$ cat config.mk
export PLATFORM = sky130hd
export DESIGN_NAME = ram_arbiter
export DESIGN_NICKNAME = d
export VERILOG_FILES = /design/src/rtl/ram_arbiter.sv
export SDC_FILE = /design/constraint.sdc
export NUM_CORES = 1
export LEC_CHECK = 0
export BUFFER_PORTS_ARGS = -buffer_cell sky130_fd_sc_hd__buf_2
export CAP_MARGIN = 5
export CORE_ASPECT_RATIO = 0.9
export CORE_MARGIN = 1
export CORE_UTILIZATION = 49
export DETAILED_ROUTE_END_ITERATION = 6
export PLACE_DENSITY_LB_ADDON = 0.1
export SYNTH_ARGS = -nofsm -noshare
export SYNTH_HDL_FRONTEND = slang
export SYNTH_SLANG_ARGS = --single-unit
$ cat constraint.sdc
create_clock -name clk -period 2.1 [get_ports clk]
set_clock_uncertainty 0.15 [all_clocks]
set_input_delay 0 -clock clk [delete_from_list [all_inputs] [get_ports clk]]
set_output_delay 0 -clock clk [all_outputs]
set_load 0.005 [all_outputs]
$ cat src/rtl/ram_arbiter.sv
// Two-requester round-robin arbiter/sequencer for a shared single-port synchronous RAM.
// Define ARB_FIXED_PRIO_EN to make requester 0 win every tie instead of alternating.
module ram_arbiter #(
    parameter int ADDR_W = 3,
    parameter int DATA_W = 8
) (
    input  logic              clk,
    input  logic              rst,
    input  logic              req0,
    input  logic              we0,
    input  logic [ADDR_W-1:0] adr0,
    input  logic [DATA_W-1:0] wdata0,
    output logic              ack0,
    output logic [DATA_W-1:0] rdata0,
    input  logic              req1,
    input  logic              we1,
    input  logic [ADDR_W-1:0] adr1,
    input  logic [DATA_W-1:0] wdata1,
    output logic              ack1,
    output logic [DATA_W-1:0] rdata1,
    output logic [ADDR_W-1:0] ram_adr,
    output logic [DATA_W-1:0] ram_din,
    output logic              ram_we,
    input  logic [DATA_W-1:0] ram_dout
);

    typedef enum logic [1:0] {IDLE, ISSUE, CAPTURE} state_t;

    state_t state;
    logic   grant;
    logic   grant_we;
    logic   elig0;
    logic   elig1;
    logic   pick;

    // A requester whose ack is still high has not yet had the chance to drop req.
    assign elig0 = req0 & ~ack0;
    assign elig1 = req1 & ~ack1;

`ifdef ARB_FIXED_PRIO_EN
    assign pick = ~elig0;
`else
    logic last_grant;
    assign pick = (elig0 & elig1) ? ~last_grant : elig1;
`endif

    // NOTE: all state lives in one clocked block with non-blocking assignments,
    // so every branch sees the pre-edge values of ack, state and last_grant.
    always_ff @(posedge clk or posedge rst) begin
        if (rst) begin
            state    <= IDLE;
            grant    <= 1'b0;
            grant_we <= 1'b0;
            ack0     <= 1'b0;
            ack1     <= 1'b0;
            rdata0   <= '0;
            rdata1   <= '0;
            ram_adr  <= '0;
            ram_din  <= '0;
            ram_we   <= 1'b0;
`ifndef ARB_FIXED_PRIO_EN
            last_grant <= 1'b1;
`endif
        end else begin
            // NOTE: acks default low every edge, which makes each one a single-cycle pulse.
            ack0 <= 1'b0;
            ack1 <= 1'b0;
            case (state)
                IDLE: begin
                    if (elig0 | elig1) begin
                        grant    <= pick;
                        grant_we <= pick ? we1 : we0;
                        ram_we   <= pick ? we1 : we0;
                        ram_adr  <= pick ? adr1 : adr0;
                        ram_din  <= pick ? wdata1 : wdata0;
                        state    <= ISSUE;
                    end
                end
                ISSUE: begin
                    ram_we <= 1'b0;
                    state  <= CAPTURE;
                end
                CAPTURE: begin
                    if (grant) begin
                        if (!grant_we) rdata1 <= ram_dout;
                        ack1 <= 1'b1;
                    end else begin
                        if (!grant_we) rdata0 <= ram_dout;
                        ack0 <= 1'b1;
                    end
`ifndef ARB_FIXED_PRIO_EN
                    last_grant <= grant;
`endif
                    state <= IDLE;
                end
                default: state <= IDLE;
            endcase
        end
    end

endmodule
* Word level (Yosys, flattened, before mapping) *
Index checks and enable logic that the tools add are counted.

word-level totals
  register bits after elaboration = 35
  latch bits = 0
  RAM bits = 0
  ROM bits = 0
  input bits = 36
  output and inout bits = 30
  word-level logic and storage cells = 41
  memories kept = 0

cells by class
  add/sub/neg operators = 0
  multipliers = 0
  divide/modulo/power cells = 0
  $lt $le $gt $ge = 0
  equal/unequal tests = 3
  shift operators = 0
  muxes and demuxes = 12
  bitwise logic cells = 9
  reductions and logical operators = 6

operators by type and width
  operator                                              count
  two-way mux 8 bit                                     1
  two-way mux 1 bit                                     7
  AND reduction 3 bit                                   2
  inverter 1 bit                                        5
  case mux 2 bit (2 select lines)                       1
  AND reduction 2 bit                                   2
  bitwise AND 1 bit                                     3
  two-way mux 3 bit                                     1
  equality test 2 x 1 -> 1 bit (second input constant)  1
  equality test 2 bit (second input constant)           1
  zero test 2 bit                                       1
  two-way mux 2 bit                                     1
  inequality test 2 bit (second input constant)         1
  case mux 1 bit (2 select lines)                       1
  nonzero test 2 bit                                    1
  bitwise OR 1 bit                                      1

* Longest topological paths before layout *
  word-level depth = 7
  gate-level depth with buffers = 5
  mapped depth without buffers = 4

* Worst setup path after synthesis *
Ideal clock, no wire load.

  path type = register -> register
  start point = register ack1
  end point = register ram_din[3]
  setup time = 132 ps
  data arrival time = 1186 ps
  data required time = 1818 ps
  setup slack = 632 ps
  stages on the path, launching flop included = 6
  buffers on the path = 1
  clock period less this slack = 1468 ps
  path through = dfrtp_1 -> nor2b_2 -> a21boi_4 -> buf_6 -> mux2i_1 -> o21ai_1

on the way
  longest elaborated chain between the ends = 5
  elaborated cells between the ends (all ways) = 7
  classes of those cells = mux (2); bitwise (4); reduce/logical (1)

RTL lines
  what                      RTL line  RTL
  start: declaration        19        output logic ack1,
  start signal: assignment  55        ack1 <= 1'b0;
  start signal: assignment  67        ack1 <= 1'b0;
  start signal: assignment  86        ack1 <= 1'b1;
  inverter 1 bit *          38        assign elig1 = req1 & ~ack1;
  bitwise AND 1 bit *       38
  bitwise AND 1 bit         44        assign pick = (elig0 & elig1) ? ~last_grant : elig1;
  two-way mux 1 bit         44
  two-way mux 8 bit         75        ram_din <= pick ? wdata1 : wdata0;
  end signal: assignment    75
  end: declaration          22        output logic [DATA_W-1:0] ram_din,

Mark *: on every way between the ends. The rest lies on a longest branch, timed or not.
A chain may end at the register's enable or synchronous reset.

* Worst setup path in the final report *
  start point = register ack1
  end point = register grant

on the way
  longest elaborated chain between the ends = 4
  elaborated cells between the ends (all ways) = 6
  classes of those cells = mux (1); bitwise (4); reduce/logical (1)

RTL lines
  what                                                             RTL line  RTL
  inverter 1 bit *                                                 38
  bitwise AND 1 bit *                                              38
  bitwise AND 1 bit / bitwise OR 1 bit (equally long branches)     44, 70
  two-way mux 1 bit / AND reduction 2 bit (equally long branches)  --
  end signal: assignment                                           71        grant <= pick;
  end: declaration                                                 30        logic grant;

Marked as above.

==> out/qor.csv <==
stage,metric,value,unit
floorplan,initial standard-cell utilization of the core,52.1,%
synth,average cell area after synthesis,13.5,um2
run,# Max-Cap Violations,0,
cts,clock tree from TritonCTS,done,
synth,cells taking the most area after synthesis,"sky130_fd_sc_hd__dfrtp_1, sky130_fd_sc_hd__mux2_2, sky130_fd_sc_hd__mux2i_1, sky130_fd_sc_hd__o21ai_1, sky130_fd_sc_hd__nand2_1",
synth,Netlist cell types,20,
floorplan,overall die area,3190,um2
floorplan,number of I/O pins,66,
critical_path,crit path launch type,flip-flop,
synth,async set-reset flop share out of synthesis,100,%
critical_path,slowest cell delay on critical path,0.76,ns
synth,Commonest cells post-synth,"sky130_fd_sc_hd__dfrtp_1, sky130_fd_sc_hd__mux2_2, sky130_fd_sc_hd__mux2i_1, sky130_fd_sc_hd__nand2_1, sky130_fd_sc_hd__o21ai_1",
global_route,GR Layer Usage met2,44.4,%
cts,TritonCTS Sinks,35,
timing,max_slew headroom,35.9,%
hold_path,Hold Path Class,in2async,
timing,count of endpoints failing setup in the final report,0,
cts,clock root buffer,sky130_fd_sc_hd__clkbuf_4,
cts,clock-pin slew on the worst setup and hold paths,0.10,ns
global_route,initial antenna violation count,0,
global_route,number of global-route vias before repair,1267,
floorplan,cell row count,18,
global_route,GR met1 Demand/Resource,27.0,%
route,post-detailed-route DRC marker count,0,
synth,post-synthesis sequential element count,35,
synth,number of synthesis warnings,0,
synth,Syn Inst Count,108,
critical_path,Max Fanout on Critical Path,28,
global_route,GR Util All Layers,25.3,%
power,PwrDens,1220,nW/um2
timing,final-report hold violation count,0,
final_layout,Total Nets Final,247,
timing,Final Worst Setup Slack,0.242,ns
synth,Main synth FF type,sky130_fd_sc_hd__dfrtp_1,
critical_path,critical path's slowest cell,sky130_fd_sc_hd__o21ai_2,
synth,combined area of all synthesized cells,1460,um2
timing,Slew Limit Fails,0,
route,Via density,4.86,
floorplan,floorplan core area,2790,um2
critical_path,data required time at the worst endpoint,2.18,ns
timing,final sum of negative setup slack,0,ns
outcome,result of the run,finished clean,
timing,setup repair after global routing missed its margin,false,
global_route,global route total overflow,0,
global_route,largest net degree at the start of global routing,36,
timing,period utilisation layout,88.5,%
route,drt first-iter violations,29,
cts,latest clock arrival within the worst-skew pair,0.33,ns
synth,Post-Synthesis Net Count,144,
place,Routability Congestion,0.709,
final_layout,fraction of final layout cells sized beyond drive strength 1,46.7,%
timing,fin crit period,1.86,ns
route,wire per inst,14.3,um
floorplan,die boundary width,59.4,um
cts,Post-CTS Repair Setup Buffers,0,
place,HPWL Detailed,1.95,mm
power,worst ir drop on vdd,721,uV
final_layout,Storage cell area,877,um2
timing,maximum achievable frequency,0.538,GHz
critical_path,Worst setup EP type,flip-flop,
floorplan,vertical extent of the die,53.7,um
power,standby leakage power,1.12,nW
synth,sequential area share after synthesis,60.3,%
cts,maximum level of the CTS H-tree,2,
global_route,met3 usage in global routing,8.17,%
critical_path,crit-path cells,"nor2b_2, o21ai_2, mux2_2",
synth,library cell occupying the most area in the post-synthesis netlist,sky130_fd_sc_hd__dfrtp_1,
timing,pin slew with the least headroom to its limit,0.962,ns
route,detailed-routing iteration count for the pre-antenna-repair pass,4,
route,Final ANT Viol Nets,0,
cts,maximum count of clock buffers along a single path,2,
final_layout,P&R area growth vs syn,52.3,%
final_layout,number of inserted filler cells in the final layout,199,
synth,number of synthesized flops with an enable pin,0,
synth,area share of the leading cell type in the synthesized netlist,58.5,%
critical_path,worst setup path class,reg2reg,
final_layout,area of the multi-input gates,546,um2
route,Total Wirelength,3.60,mm
place,number of port buffers,65,
route,via count,1225,
place,worst setup slack after placement,0.241,ns
final_layout,antenna cells,0,
critical_path,Arrival @ worst endpoint,1.94,ns
global_route,most heavily used metal layer in global routing,met2,
synth,"count leader, synth",sky130_fd_sc_hd__dfrtp_1,
cts,total CTS buffers,5,
global_route,first-pass GRT wire length,5.58,mm
[cells in the final DEF (no fill, tap or decap)]
cell type / instances
sky130_fd_sc_hd__dfrtp_1: 34
sky130_fd_sc_hd__mux2i_1: 12
sky130_fd_sc_hd__a21boi_4: 1
sky130_fd_sc_hd__nand3b_1: 1
sky130_fd_sc_hd__nor3_4: 2
sky130_fd_sc_hd__o21ai_1: 9
sky130_fd_sc_hd__inv_2: 1
sky130_fd_sc_hd__nand2b_4: 1
sky130_fd_sc_hd__dlygate4sd3_1: 33
sky130_fd_sc_hd__o21ai_2: 1
sky130_fd_sc_hd__mux2_2: 17
sky130_fd_sc_hd__nor2_1: 3
sky130_fd_sc_hd__o21ai_0: 4
sky130_fd_sc_hd__clkbuf_1: 1
sky130_fd_sc_hd__nor2b_1: 1
sky130_fd_sc_hd__clkbuf_8: 2
sky130_fd_sc_hd__clkbuf_4: 5
sky130_fd_sc_hd__buf_4: 1
sky130_fd_sc_hd__nor2b_2: 2
sky130_fd_sc_hd__a21o_1: 1
sky130_fd_sc_hd__inv_1: 2
sky130_fd_sc_hd__nand2_1: 12
sky130_fd_sc_hd__buf_2: 65
sky130_fd_sc_hd__dfstp_2: 1
[critical path, delay by kind of cell (launching register included)]
kind	cells	cell delay [ns]
flops	1	0.37
mux	1	0.41
compound gates	1	0.76
simple gates	1	0.06
[stage by stage]
stage | area, um2 | hold slack [ns] | util [%] | std cells | power [mW]
final | 2220 | 0.205 | 79.3 | 252 | 2.70
after CTS | 2220 | 0.148 | 79.3 | 252 | 2.71
after global placement | 1820 | -0.0432 | 65.1 | 211 | 2.20
after global routing | 2220 | 0.238 | 79.3 | 252 | 2.92
after detailed placement | 1820 | -0.0358 | 65.1 | 211 | 2.25
after floorplan | 1460 | 0.00170 | - | 108 | 1.84
[registers in the layout (all words and copies together), names as in the netlist]
register and flops:
ram_we 1, ram_adr 3, rdata0 8, ack1 1
state 2, grant 1, ram_din 8, ack0 1
rdata1 8, grant_we 1, last_grant 1
[path summary, 6_finish.rpt]
check / start / endpoint / slack [ns] / cells past startpoint
max: ack1$_DFF_PP0_ / grant$_DFFE_PP0P_ / 0.24 / 3
min: rst / rdata1[7]$_DFFE_PP0P_ / 0.21 / 4
max reg2reg: ack1$_DFF_PP0_ / grant$_DFFE_PP0P_ / 0.24 / 3
min reg2reg: ram_din[5]$_DFFE_PP0P_ / ram_din[5]$_DFFE_PP0P_ / 0.34 / 2
max in group asynchronous: rst / last_grant$_DFFE_PP1P_ / 1.26 / 4
min in group clk: req1 / state[0]$_DFFE_PP0P_ / 0.22 / 4
[logic make-up after synthesis]
kind of cell,count (synthesis),share of synthesized area [%]
AND/OR/NAND/NOR,22,9.20
AO/OA/AOI/OAI,16,6.88
flip-flops,35,60.3
multiplexers,29,21.4
buffers and inverters,6,2.24
[power breakdown]
group / total, mW / switching (mW) / internal, mW
Clock: 0.408 / 0.211 / 0.197
Sequential: 1.21 / 0.201 / 1.01
Combinational: 1.08 / 0.505 / 0.579
Total: 2.70 / 0.917 / 1.79
[timing repair]
| action | in CTS | in global routing |
|---|---|---|
| hold endpoints to repair | 64 | 0 |
| gates resized for setup | 0 | 0 |
| hold buffers | 33 | 0 |
[final cells by class]
cell class	count	area share, %
clock buffer	8	3.11
sequential	35	39.6
multi-input combinational	67	24.6
timing repair buffer	99	29.9
inverter	3	0.508
tap	40	2.26
[routing by layer]
layer  routed length [um]  vias up
met5                    0        -
met1                 1400      576
li1                     -      579
met2                 1900       51
met3                  143       19
met4                  164        0
No activity file was read; power rests on OpenSTA's default activity.
